## src/rtl/minilab0_sw_led_core.sv

```systemverilog
// minilab0_sw_led_core: two-phase (fetch/execute) sequencer that runs a fixed
// ROM program copying the slide switches to the LEDs through I/O ports.
module minilab0_sw_led_core #(
  parameter int          ROM_DEPTH = 16,
  parameter logic [7:0]  SW_PORT   = 8'h01,
  parameter logic [7:0]  LED_PORT  = 8'h00
) (
  input  logic       clk,
  input  logic       RST,
  input  logic [9:0] SW,
  output logic [9:0] LEDR
);

  localparam int PC_W   = (ROM_DEPTH > 1) ? $clog2(ROM_DEPTH) : 1;
  localparam int DATA_W = 16;

  localparam logic [3:0] OP_NOP  = 4'h0;
  localparam logic [3:0] OP_LDI  = 4'h1;
  localparam logic [3:0] OP_IN   = 4'h2;
  localparam logic [3:0] OP_OUT  = 4'h3;
  localparam logic [3:0] OP_JMP  = 4'h4;
  localparam logic [3:0] OP_HALT = 4'hF;

  typedef enum logic {
    FETCH = 1'b0,
    EXEC  = 1'b1
  } state_t;

  // Fixed program: IN r1,SW_PORT / OUT r1,LED_PORT / JMP 0, rest NOP.
  function automatic logic [DATA_W-1:0] rom_word(input logic [PC_W-1:0] addr);
    logic [DATA_W-1:0] w;
    w = {OP_NOP, 12'h000};
    if (addr == PC_W'(0))
      w = {OP_IN, 2'd1, 2'b00, SW_PORT};
    else if (addr == PC_W'(1))
      w = {OP_OUT, 2'd1, 2'b00, LED_PORT};
    else if (addr == PC_W'(2))
      w = {OP_JMP, 2'd0, 2'b00, 8'h00};
    return w;
  endfunction

  // Sequential increment that wraps at ROM_DEPTH even when it is not a power of two.
  function automatic logic [PC_W-1:0] pc_next(input logic [PC_W-1:0] pc);
    logic [PC_W-1:0] n;
    if (pc == PC_W'(ROM_DEPTH - 1))
      n = '0;
    else
      n = pc + PC_W'(1);
    return n;
  endfunction

  state_t            state_q, state_d;
  logic [PC_W-1:0]   pc_q, pc_d;
  logic [DATA_W-1:0] ir_q, ir_d;
  logic [DATA_W-1:0] regs_q [4];
  logic [DATA_W-1:0] regs_d [4];
  logic [9:0]        ledr_q, ledr_d;

  logic [3:0] opcode;
  logic [1:0] rsel;
  logic [7:0] imm8;

  assign opcode = ir_q[15:12];
  assign rsel   = ir_q[11:10];
  assign imm8   = ir_q[7:0];
  assign LEDR   = ledr_q;

  // Next-state logic: FETCH loads IR and advances PC, EXEC applies the instruction.
  always_comb begin
    state_d = state_q;
    pc_d    = pc_q;
    ir_d    = ir_q;
    regs_d  = regs_q;
    ledr_d  = ledr_q;
    unique case (state_q)
      FETCH: begin
        ir_d    = rom_word(pc_q);
        pc_d    = pc_next(pc_q);
        state_d = EXEC;
      end
      EXEC: begin
        state_d = FETCH;
        case (opcode)
          OP_LDI: regs_d[rsel] = {8'h00, imm8};
          OP_IN: begin
            if (imm8 == SW_PORT)
              regs_d[rsel] = {6'b000000, SW};
            else
              regs_d[rsel] = '0;
          end
          OP_OUT: begin
            // Writes to unmapped ports are silently dropped.
            if (imm8 == LED_PORT)
              ledr_d = regs_q[rsel][9:0];
          end
          OP_JMP:  pc_d    = PC_W'(imm8);
          OP_HALT: state_d = EXEC;  // parks in EXEC until reset
          default: ;
        endcase
      end
      default: state_d = FETCH;
    endcase
  end

  // State register; reset wins over any instruction in flight.
  always_ff @(posedge clk) begin
    if (RST) begin
      state_q <= FETCH;
      pc_q    <= '0;
      ir_q    <= '0;
      regs_q  <= '{default: '0};
      ledr_q  <= '0;
    end else begin
      state_q <= state_d;
      pc_q    <= pc_d;
      ir_q    <= ir_d;
      regs_q  <= regs_d;
      ledr_q  <= ledr_d;
    end
  end

endmodule

```

## config.mk

```make
export PLATFORM = sky130hd
export DESIGN_NAME = minilab0_sw_led_core
export DESIGN_NICKNAME = d
export VERILOG_FILES = /design/src/rtl/minilab0_sw_led_core.sv
export SDC_FILE = /design/constraint.sdc
export NUM_CORES = 1
export LEC_CHECK = 0
export BUFFER_PORTS_ARGS = -buffer_cell sky130_fd_sc_hd__buf_2
export CORE_MARGIN = 8
export CORE_UTILIZATION = 35
export CTS_CLUSTER_DIAMETER = 60
export DETAILED_ROUTE_END_ITERATION = 6
export SYNTH_ARGS = -nofsm -noshare
export SYNTH_HDL_FRONTEND = slang
export SYNTH_SLANG_ARGS = --single-unit
```

## constraint.sdc

```tcl
create_clock -name clk -period 1.2 [get_ports clk]
set_clock_uncertainty 0.15 [all_clocks]
set_input_delay 0.12 -clock clk [delete_from_list [all_inputs] [get_ports clk]]
set_output_delay 0.12 -clock clk [all_outputs]
set_load 0.005 [all_outputs]
```

Yosys cells after proc, flatten, opt, wreduce, memory -nomap -nowiden

Index checks and enable logic that the tools add are counted.

Register bits: 95
Bits in latches: 0
Bits in writable memories: 0
ROM bits: 0
Output and inout bits: 10
Logic and storage cells: 48
Memories: 0

Add/sub/neg operators: 1
Multiply operators: 0
Divide/modulo/power cells: 0
$lt $le $gt $ge: 2
Equality and inequality tests: 10
Shift-type cells: 0
Muxes and demuxes: 17
Bitwise operators: 4
Reduce and logical (&&, ||, !) cells: 6

Operator list:

| kind                                                                 | number |
|---|---|
| 64-bit bitwise mux                                                   | 2 |
| 64-bit case mux with 2 select lines                                  | 1 |
| 64-bit AND                                                           | 1 |
| 64-bit 2-to-1 mux                                                    | 1 |
| 64-bit NOT                                                           | 1 |
| 15-bit 2-to-1 mux                                                    | 3 |
| 16-bit binary-select mux with 2-bit select                           | 1 |
| 16-bit demux with 2-bit select                                       | 1 |
| 10-bit 2-to-1 mux                                                    | 2 |
| 16-bit 2-to-1 mux                                                    | 1 |
| 4-bit by 2-bit == test with 1-bit output, second input constant      | 3 |
| 4-bit by 1-bit == test with 1-bit output, second input constant      | 2 |
| 4-bit == test, second input constant                                 | 2 |
| 8-bit by 1-bit == test with 1-bit output, second input constant      | 1 |
| 8-bit logical NOT                                                    | 1 |
| 4-bit 2-to-1 mux                                                     | 2 |
| 4-bit case mux with 2 select lines                                   | 1 |
| 4-bit by 1-bit adder with 4-bit output, second input constant        | 1 |
| 4-bit by 3-bit == test with 1-bit output, second input constant      | 1 |
| 4-bit logical NOT                                                    | 1 |
| 3-bit greater-or-equal comparator, second input constant             | 1 |
| 3-bit by 1-bit < comparator with 1-bit output, second input constant | 1 |
| 2-bit NOT with 3-bit output                                          | 1 |
| 3-bit AND reduction                                                  | 1 |
| 7 further kinds                                                      | 7 |

Logic depth before layout (Yosys ltp)

Gate-level depths: netlist (run 1).

Word-level depth: 9
Mapped depth: 5
Depth with buffers taken out: 5

Worst setup path after synthesis (run 1)

Ideal clock, no wire load.

Kind: register to register
Start: reg state_q
End: reg ledr_q[0], in the netlist LEDR[0]
Setup time: 72 ps
Data arrival time: 1076 ps
Data required time: 978 ps
Path slack: -98 ps
Cell stages (with the launch flop): 6
Clock period less this slack: 1298 ps
Cell sequence: dfxtp_1 > buf_2 > nand3b_1 > nor3b_1 > buf_4 > mux2i_1

Longest elaborated chain between the ends: 1

RTL lines:

| what                          | RTL line | text |
|---|---|---|
| from (decl)                   | 52       | `state_t state_q, state_d;` |
| from (signal assigned)        | 114      | `state_q <= state_d;` |
| 3-bit AND reduction (no line) | -        |  |
| to (signal assigned)          | 118      | `ledr_q <= ledr_d;` |
| to (decl)                     | 57       | `logic [9:0] ledr_q, ledr_d;` |

No other way between the ends.
A chain may end at the register's enable or synchronous reset.

Worst setup path after layout (run 1)

Start: reg ir_q[14]
End: reg ledr_q[9], in the netlist LEDR[9]

Longest elaborated chain between the ends: 2

RTL lines:

| what                                     | RTL line | text |
|---|---|---|
| from (decl)                              | 54       | `logic [DATA_W-1:0] ir_q, ir_d;` |
| from (signal assigned)                   | 116      | `ir_q <= ir_d;` |
| 4-bit by 2-bit == test with 1-bit output | 83       | `case (opcode)` |
| 3-bit AND reduction (no line)            | -        |  |

No other way between the ends.

==> results.md, run 1 <==
- The number of buffers inserted by port buffering is 21.
- The root buffer cell chosen for the clock tree is clkbuf_4.
- Averaged over all synthesized cells, the footprint is about 9.0 um^2.
- The fraction of layout instances using a drive strength above 1 is 0.335.
- Max-cap violations in this run came to 0.
- The number of clock buffers inserted by TritonCTS is 5.
- The wire length of the first global-routing pass is 4620 um.
- Dividing the detail-routed wire length by the instance count gives 11.9 um.
- The post-synthesis instance area is approximately 1300 um^2.
- The worst pin sits at a relative slew slack of 0.669.
- The total number of placement rows is 22.
- The slew at the pin closest to its max-slew limit is 0.496 ns.
- The global-route congestion overflow total is 0.
- The power density over the cells is 1110 nW/um^2.
- The via count of the first global-routing pass is approximately 1100.
- The deepest level of the CTS H-tree is 2.
- For this configuration, the core starts out at a cell density of 0.357.
- STA classifies the critical path endpoint as a flip-flop.
- The number of distinct library cell variants in the gate-level netlist after synthesis is 27.
- The detailed router finished its first iteration with between 40 and 50 violations.
- The area growth from synthesis to layout is 38.7%.
- Across all setup checks in the final design, the least slack found is -0.105 ns.
- The data arrival at the endpoint of the critical path is 1.41 ns.
- The terminus of the critical flop-to-flop path is LEDR[9]$_SDFFE_PP0P_.
- Using the TritonRoute via totals, the vias-per-cell ratio works out to approximately 4.7.
- The top cell types in the final layout, fill and taps aside, are 22 x dfxtp_1, 22 x nand2b_1, 21 x buf_2.
- After filler insertion, the fill cell instance count of the layout stands at 365.
- At the end of the flow, the number of nets in the layout was 200.
- Once detail routing completed, the nets flagged for antenna violations numbered 0.
- The worst hold path begins at RST.
- The cell count after synthesis is 142.
- The path class of the tightest hold or removal check is primary input to flip-flop.
- The number of nets handed over by synthesis was 158.
- The sink of the worst hold path is regs_q[37]$_SDFFE_PP0P_.
- The Yosys step of the flow raised 0 warnings.
- Of all nets on the critical path, the largest fanout is 10.
- Summing all flip-flop and latch instances after layout gives 597 um^2.
- The pin count of the biggest net entering global routing is 37.
- The worst slack after detailed placement is -0.140 ns.
- The maximum clock rate is around 770 MHz.
- The floorplan step set the die height to 76.4 um.
- In this run the critical register-to-register path is launched from ir_q[14]$_SDFFE_PP0N_.
- Data on the critical path is required at its endpoint by 1.31 ns.
- The number of hold violations in the final report was 0.
- Synthesis inferred 29 register bits.
- For the worst flop-to-flop path, the logic depth is 4.
- The initial antenna violation count is 0.
- Counting instances, the worst hold path has a depth of 2.
- The total power is 1.97 mW.
- The all-layer global routing usage is 0.0967.
- 0 antenna diodes ended up in the layout.
- The checks that failed: negative setup slack.
- The core region is 3580 um^2.
- The worst setup path is launched from a flip-flop.
- For this design, the sink count on the clock tree is 29.
- The aggregate routed wire length is 2770 um.
- Subtracting the final worst setup slack from the clock period gives 1.31 ns.
- The total area of multi-input combinational cells is 688 um^2.
- The clock edge transition at the registers on the reported setup and hold paths is about 0.090 ns.
- For this design the static power due to leakage is 0.660 nW.
- Setup violations remaining at the end of the flow were counted as 24.
- The number of pins exceeding their max-slew limit in the final report was 0.
- The worst-skew pair later-pin latency is 0.32 ns.
- The reg2reg setup slack is -0.11 ns.
- The floorplan step defined a die boundary enclosing 5830 um^2.
- In this run the deepest clock path goes through 2 buffers.
- The clock tree from TritonCTS is done.
- The final cell utilization of the core is 0.495.
- The die is 76.4 um wide.
- The run finished, with violations left.
- The number of remaining DRC errors is 0.
- Setup repair after global routing could not meet its margin everywhere.
- The kind of critical path is flip-flop to flip-flop.
- The final period utilization is 1.09.
- Of the synthesized area, sequential elements account for 0.455.
- The I/O pin count is 22.
- The weighted congestion at the end of routability-driven global placement is 0.716.
- The length of the first detailed-routing pass in iterations is 4.
- The detailed router placed approximately 1100 vias in this run.
- The worst vdd rail ir drop is 565 uV.
[critical path, cell delays in order (launching register included)]
cell and delay [ns]:
dfxtp_2 0.34, nand3b_1 0.16, nor3b_2 0.23, buf_12 0.18
mux2i_1 0.18
[metal layers]
layer	vias to the layer above	track usage	routed length (um)
met5	-	0	0
met4	0	0.0404	43
met3	5	0.0460	192
met2	26	0.168	1390
met1	504	0.0966	1140
li1	562	-	-
[metrics by stage]
step	hold WS (ns)	TNS (ns)	instances	area (um^2)
2_1_floorplan	0.134	-0.550	142	1290
5_1_grt	0.132	-3.21	233	1770
3_3_place_gp	0.248	-1.28	211	1500
3_5_place_dp	0.254	-1.90	211	1500
6_report	0.111	-1.79	233	1770
4_1_cts	0.101	-1.81	231	1730
[cells by family after synthesis]
kind of cell    synth area share
simple gates               0.264
flops                      0.455
compound gates             0.107
buf+inv                   0.0500
mux                       0.0784
fa+ha+maj                 0.0392
xor+xnor                 0.00686
[synthesized netlist by cell type]
cell type	count	area share
a21oi_1	15	0.059
a221oi_1	1	0.0069
a311o_1	1	0.0078
a31oi_1	1	0.0049
a32oi_1	2	0.014
a41oi_1	1	0.0069
and4bb_2	1	0.0098
buf_1	2	0.0059
buf_2	3	0.012
buf_4	1	0.0059
clkbuf_1	4	0.012
dfxtp_1	29	0.45
ha_1	4	0.039
inv_1	5	0.015
mux2i_1	10	0.078
nand2_1	14	0.041
nand2b_1	22	0.11
nand3_1	13	0.051
nand3b_1	1	0.0059
nand4bb_2	1	0.013
nor2_1	4	0.012
nor3_1	1	0.0039
nor3b_1	1	0.0059
o21ai_0	2	0.0078
or2_0	1	0.0049
or3b_4	1	0.0088
xor2_1	1	0.0069
[state kept, by name, indices dropped and copies added (netlist names)]
register and count:
state_q 1, LEDR 10, pc_q 4, ir_q 4, regs_q 10
[report_power, final]
group,leakage (nW),switching (mW),internal [mW],total (mW)
registers,0.239,0.0343,0.990,1.02
clock network,0.0413,0.339,0.339,0.679
logic,0.380,0.121,0.146,0.267
total,0.660,0.495,1.48,1.97
[what timing repair did]
item | 4_1_cts | 5_1_grt
hold buffers | 10 | 0
endpoints found under the hold margin | 10 | 0
pin swaps | 6 | 2
gates resized for setup | 15 | 8
endpoints found under the setup margin | 27 | 27
setup buffers | 2 | 2
[worst max-delay path by stage]
stage,start,to,slack (ns),cells past startpoint
floorplan,ir_q[13]$_SDFFE_PP0N_,pc_q[0]$_SDFFE_PP0P_,-0.07,3
CTS,ir_q[14]$_SDFFE_PP0N_,LEDR[9]$_SDFFE_PP0P_,-0.12,4
detailed placement,ir_q[13]$_SDFFE_PP0N_,pc_q[0]$_SDFFE_PP0P_,-0.14,3
global route,ir_q[14]$_SDFFE_PP0N_,LEDR[8]$_SDFFE_PP0P_,-0.18,4
finish,ir_q[14]$_SDFFE_PP0N_,LEDR[9]$_SDFFE_PP0P_,-0.11,4
global placement,ir_q[13]$_SDFFE_PP0N_,pc_q[0]$_SDFFE_PP0P_,-0.10,3
[layout make-up]
| class | instances | area share |
|---|---|---|
| timing repair buffer | 45 | 0.189 |
| multi-input combinational | 98 | 0.389 |
| clock inverter | 1 | 0.00283 |
| clock buffer | 7 | 0.0367 |
| sequential | 29 | 0.337 |
| tap | 48 | 0.0339 |
| inverter | 5 | 0.0120 |
No activity file was read; power rests on OpenSTA's default activity.
==> inputs of run 2 (changes only) <==
--- a/config.mk
+++ b/config.mk
@@ -10,6 +10,7 @@
 export CORE_UTILIZATION = 35
 export CTS_CLUSTER_DIAMETER = 60
 export DETAILED_ROUTE_END_ITERATION = 6
+export SETUP_SLACK_MARGIN = 0.2
 export SYNTH_ARGS = -nofsm -noshare
 export SYNTH_HDL_FRONTEND = slang
 export SYNTH_SLANG_ARGS = --single-unit
==> results.md, run 2 (same netlist as run 1, synthesis figures left out) <==
- The flow ran to the end, but the final reports show violations.
- The checks that failed: negative setup slack.
- The fraction of layout instances using a drive strength above 1 was 0.552 (+0.217).
- The reg2reg setup slack was -0.16 ns (-0.06 ns).
- In this design, the largest share of critical-path delay is due to simple AND/OR/NAND/NOR gates.
- Traced cell by cell, the critical path runs through nand3b_1 -> nor3b_2 -> buf_12 -> mux2i_1.
- The number of nets in the finished design is 208 (+4.0%).
- The max-cap violation count came to 0 (unchanged).
- The data arrival at the endpoint of the critical path is 1.45 ns (+0.04 ns).
- The number of hold violations in the final report came to 0 (unchanged).
- The relative slew slack is 0.798 (+0.129).
- The slew at the pin closest to its max-slew limit is 0.303 ns (-0.194 ns).
- The length of the first detailed-routing pass in iterations is 4 (unchanged).
- The top cell types in the final layout, fill and taps aside, are 22 x nand2b_1, 16 x dfxtp_2, 15 x buf_2.
- The placed cell count came to 215 (+1.9%).
- The final non-filler cell total is 240 (+3.0%).
- The minimum clock period after layout came to 1.36 ns (+0.0554 ns).
- The y dimension of the die came to 76.4 um (unchanged).
- The all-layer global routing usage is 0.108 (+0.0109).
- The deepest level of the CTS H-tree is 2 (unchanged).
- The relative area change from synthesis to final layout is 57.9%.
- The number of fillers in the final layout was 290 (-21%).
- The setup slack after layout is -0.161 ns (-0.0554 ns).
- The global-route congestion overflow total is 0 (unchanged).
- The number of cell instances on the worst register-to-register path is 4 (unchanged).
- The pin count of the biggest net entering global routing was 40 (+8.1%).
- The number of buffers inserted by port buffering is 21 (unchanged).
- The source of the critical timing path is ir_q[14]$_SDFFE_PP0N_.
- The post-detailed-placement cell area is 1600 um^2 (+6.8%).
- The width of the die came to 76.4 um (unchanged).
- The startpoint identified for the worst register-to-register timing path is ir_q[14]$_SDFFE_PP0N_.
- The slowest stage of the critical path belongs to the cell dfxtp_2.
- The total area of multi-input combinational cells is 820 um^2 (+19%).
- The terminus of the critical flop-to-flop path is LEDR[1]$_SDFFE_PP0P_.
- The weighted congestion at the end of routability-driven global placement is 0.800 (+12%).
- The launching element type of the critical path is a flip-flop.
- The via total after detailed routing is 1150 (+4.8%).
- The total leakage power is 0.714 nW (+8.2%).
- The half-perimeter wire length after placement is 2110 um.
- The initial antenna violation count is 0 (unchanged).
- The number of remaining DRC errors was 0 (unchanged).
- The final period utilization was 1.13 (+0.0462).
- The number of sinks driven by the clock tree is 29 (unchanged).
- The largest driver fanout on the critical path is 10 (unchanged).
- The aggregate routed wire length was 3180 um (+15%).
- The number of antenna cells inserted came to 0 (unchanged).
- The worst hold margin came to 0.0377 ns (-0.0734 ns).
- The initial cell density of the core came to 0.357 (unchanged).
- The worst slack after detailed placement was -0.154 ns (-0.0135 ns).
- The via density per instance came to 4.79 (+1.8%).
- The sum of negative setup slack is -2.89 ns (-1.10 ns).
- The antenna violation net count after detailed routing is 0 (unchanged).
- The violation count after the first detailed-routing iteration is 78 (+63%).
- The clock edge transition at the registers on the reported setup and hold paths is 0.09 ns (about the same).
- The worst-skew pair later-pin latency is 0.31 ns (about the same).
- The cell count along the critical path is 4 (unchanged).
- Following the worst setup path forward leads to its endpoint at LEDR[1]$_SDFFE_PP0P_.
- The sequential cell area is 604 um^2 (+1.3%).
- STA classifies the critical path endpoint as a flip-flop.
- The data required time at the worst endpoint is 1.29 ns (-0.02 ns).
- The longest individual stage delay on the worst path is 0.34 ns (about the same).
- The core box area came to 3580 um^2 (unchanged).
- The number of clock buffers inserted by TritonCTS is 5 (unchanged).
- The power density over the cells came to 980 nW/um^2 (-12%).
- The worst vdd rail ir drop is 733 uV (+30%).
- The path type of the worst min-delay path is primary input to flip-flop.
- The maximum clock rate was 735 MHz (-4.1%).
- The critical path is of the flip-flop to flip-flop type.
- The total number of placement rows is 22 (unchanged).
- The area enclosed by the die boundary is 5830 um^2 (unchanged).
- The wire length of the first global-routing pass is 5240 um (+14%).
- The final cell utilization of the core was 0.563 (+0.0685).
- The total power is 1.97 mW (+0.21%).
- The wire length per cell is 13.3 um (+12%).
- The most common cell after layout, fill and taps aside is nand2b_1.
- The number of pins exceeding their max-slew limit in the final report is 0 (unchanged).
- The maximum buffer depth of the clock tree is 2 (unchanged).
- The via count of the first global-routing pass is 1161 (+10%).
- The number of buffers and inverters on the critical path is 1 (unchanged).
- The final number of setup-violating endpoints is 26 (+8.3%).
- Setup repair after global routing could not meet its margin everywhere.
- The tree is rooted in a clkbuf_4.
- The final non-filler cell area is 2020 um^2 (+14%).
- The I/O pin count is 22 (unchanged).
- TritonCTS built the clock tree.
[run 2: changes by cell type in the layout (fill, tap and decap cells not counted), moves of 4 or more]
cell and change:
a21oi_1 -13, a21oi_2 +13, dfxtp_2 +12, nand3_1 -11, nand3_2 +11, dfxtp_1 -10, buf_6 +9, buf_2 -6
buf_4 +4
[run 2: layer usage]
metal | vias up | share of wire | GRT usage | routed length, um
li1 | 578 | - | - | -
met1 | 539 | 0.45 | 0.119 | 1420
met2 | 26 | 0.49 | 0.182 | 1560
met3 | 7 | 0.045 | 0.0413 | 144
met4 | 0 | 0.015 | 0.0404 | 48
met5 | - | 0 | 0 | 0
[run 2: cell type report]
class                   instances  share of cell area
multi-input cells              98               0.407
clock buffers                   7              0.0273
well taps                      48              0.0298
repair buffers                 53               0.226
flip-flops and latches         29               0.300
inverters                       5              0.0106
[run 2: worst register-to-register path, stage by stage, from the launching register on]
cell and delay [ns]:
dfxtp_2 0.34, nand3b_1 0.16, nor3b_2 0.25, buf_12 0.18, mux2i_1 0.20
[run 2: how the worst min path moves through the flow]
stage,slack (ns),to,cells after the start,startpoint
2_1_floorplan,0.12,regs_q[32]$_SDFFE_PP0P_,2,SW[0]
3_3_place_gp,0.23,regs_q[37]$_SDFFE_PP0P_,3,SW[5]
3_5_place_dp,0.24,regs_q[37]$_SDFFE_PP0P_,3,SW[5]
4_1_cts,0.02,pc_q[1]$_SDFFE_PP0P_,3,RST
5_1_grt,0.03,regs_q[40]$_SDFFE_PP0P_,3,RST
6_report,0.04,pc_q[1]$_SDFFE_PP0P_,3,RST
[run 2: what timing repair did]
item	in CTS	in global routing
hold endpoints to repair	10	0
cloned	0	0
hold buffers	10	0
endpoints found under the setup margin	38	38
pin swaps	9	5
gates resized for setup	40	18
setup buffers	4	4
[run 2: where the power goes]
part	switching, mW	internal [mW]
clock	0.317	0.276
sequential	0.0359	0.991
combinational	0.168	0.187
==> inputs of run 3 (changes only) <==
--- a/config.mk
+++ b/config.mk
@@ -14,3 +14,4 @@
 export SYNTH_ARGS = -nofsm -noshare
 export SYNTH_HDL_FRONTEND = slang
 export SYNTH_SLANG_ARGS = --single-unit
+export TNS_END_PERCENT = 20
==> results.md, run 3 (same netlist as run 1, synthesis figures left out) <==
- On the critical path, the stage with the largest delay is an instance of dfxtp_4.
- The via density per instance is 4.82 (+0.55%).
- The worst vdd rail ir drop is 562 uV (-23%).
- The path class of the tightest hold or removal check is primary input to flip-flop.
- The number of buffers inserted by port buffering is 21 (unchanged).
- The final period utilization is 1.10 (-0.0300).
- The slew at the pin closest to its max-slew limit came to 0.546 ns (+0.244 ns).
- The clock edge transition at the registers on the reported setup and hold paths is 0.08 ns (about the same).
- The y dimension of the die came to 76.4 um (unchanged).
- The power density over the cells came to 1080 nW/um^2 (+10%).
- The pin count of the biggest net entering global routing is 36 (-10%).
- The minimum clock period after layout was 1.32 ns (-0.0360 ns).
- The deepest level of the CTS H-tree is 2 (unchanged).
- The number of nets in the finished design was 199 (-4.3%).
- The global-route congestion overflow total is 0 (unchanged).
- The flow ran to the end, but the final reports show violations.
- The worst min-delay path startpoint is RST.
- The antenna violation net count after detailed routing is 0 (unchanged).
- The core box area is 3580 um^2 (unchanged).
- The initial cell density of the core was 0.357 (unchanged).
- The wire length per cell came to 12.6 um (-5.0%).
- The maximum clock rate is 755 MHz (+2.7%).
- The worst setup path is captured at a flip-flop.
- The fraction of layout instances using a drive strength above 1 is 0.361 (-0.191).
- The largest driver fanout on the critical path is 4 (-6).
- The max-cap violation count is 0 (unchanged).
- The number of hold violations in the final report is 0 (unchanged).
- The final cell utilization of the core is 0.489 (-0.0745).
- STA classifies the critical path startpoint as a flip-flop.
- The kind of critical path is flip-flop to flip-flop.
- The total number of placement rows is 22 (unchanged).
- The tree is rooted in a clkbuf_4.
- The worst slack after detailed placement is -0.132 ns (+0.0219 ns).
- The sum of negative setup slack was -1.68 ns (+1.21 ns).
- The width of the die is 76.4 um (unchanged).
- The length of the first detailed-routing pass in iterations is 5 (+1).
- The number of clock buffers inserted by TritonCTS is 5 (unchanged).
- The final number of setup-violating endpoints is 24 (-7.7%).
- The setup slack after layout is -0.125 ns (+0.0360 ns).
- The checks that failed: negative setup slack.
- The aggregate routed wire length is 2910 um (-8.5%).
- Leaving out fill and tap cells, the most frequent cell in the layout is nand2b_1.
- The signal on the critical path passes through ha_2 -> a311o_1 -> a31oi_1.
- The violation count after the first detailed-routing iteration was 57 (-27%).
- The relative area change from synthesis to final layout is 37.1%.
- The data required time at the worst endpoint is 1.29 ns (about the same).
- The most critical setup path has its startpoint at pc_q[0]$_SDFFE_PP0P_.
- In this design, the largest share of critical-path delay is due to compound AO/OA/AOI/OAI gates.
- Setup repair after global routing could not meet its margin everywhere.
- The total leakage power is 0.643 nW (-9.9%).
- The relative slew slack is 0.636 (-0.162).
- The wire length of the first global-routing pass is 5130 um (-2.1%).
- The number of buffers and inverters on the critical path came to 0 (-1).
- The longest individual stage delay on the worst path is 0.38 ns (+0.04 ns).
- The number of sinks driven by the clock tree is 29 (unchanged).
- The number of remaining DRC errors came to 0 (unchanged).
- The data arrival at the endpoint of the critical path is 1.42 ns (-0.03 ns).
- The initial antenna violation count is 0 (unchanged).
- TritonCTS built the clock tree.
- The worst-skew pair later-pin latency came to 0.32 ns (about the same).
- The weighted congestion at the end of routability-driven global placement came to 0.715 (-11%).
- The number of antenna cells inserted is 0 (unchanged).
- The total power is 1.89 mW (-4.5%).
- The half-perimeter wire length after placement is 1910 um (-9.7%).
- In the layout the commonest cells are 22 x nand2b_1, 21 x dfxtp_1, 21 x buf_2.
- The all-layer global routing usage is 0.107 (-0.000568).
- The via total after detailed routing came to 1113 (-3.2%).
- The maximum buffer depth of the clock tree was 2 (unchanged).
- The I/O pin count came to 22 (unchanged).
- The via count of the first global-routing pass is 1198 (+3.2%).
- The number of pins exceeding their max-slew limit in the final report was 0 (unchanged).
- The area enclosed by the die boundary is 5830 um^2 (unchanged).
- The startpoint of the worst register-to-register path is pc_q[0]$_SDFFE_PP0P_.
[run 3: changes by cell type in the layout (fill, tap and decap cells not counted), sizes merged]
cell	previous run	this run
buf	43	34
[run 3: cell type report]
class / instances / area (um^2)
Clock buffer: 7 / 55.1
Fill cell: 362 / 1830
Inverter: 5 / 21.3
Multi-Input combinational cell: 98 / 702
Sequential cell: 29 / 601
Tap cell: 48 / 60.1
Timing Repair Buffer: 44 / 310
[run 3: layer usage]
metal	vias up	global-route usage	wire length, um
met5	-	0	0
met1	526	0.102	1250
met3	7	0.0460	156
li1	562	-	-
met2	18	0.195	1450
met4	0	0.0462	53
[run 3: metrics by stage]
stage	cells	hold WS [ns]	instance area (um^2)
floorplan	142	0.134	1290
global placement	211	0.248	1480
detailed placement	211	0.248	1480
CTS	231	0.120	1730
global route	231	0.154	1750
finish	231	0.133	1750
[run 3: worst paths after layout]
check,end,slack (ns),cells after the start
setup / recovery,pc_q[0]$_SDFFE_PP0P_,-0.12,3
hold / removal,pc_q[1]$_SDFFE_PP0P_,0.13,2
setup reg to reg,pc_q[0]$_SDFFE_PP0P_,-0.12,3
hold reg to reg,regs_q[36]$_SDFFE_PP0P_,0.31,2
[run 3: timing repair]
item                       4_1_cts  5_1_grt
resized for setup               21        7
setup endpoints to repair       38       38
hold endpoints to repair        10        0
hold buffers                    10        0
pin swaps                        6        4
setup buffers                    3        0
[run 3: where the power goes]
part / internal [mW] / switching [mW]
clock: 0.276 / 0.315
combinational: 0.145 / 0.124
sequential: 0.989 / 0.0361
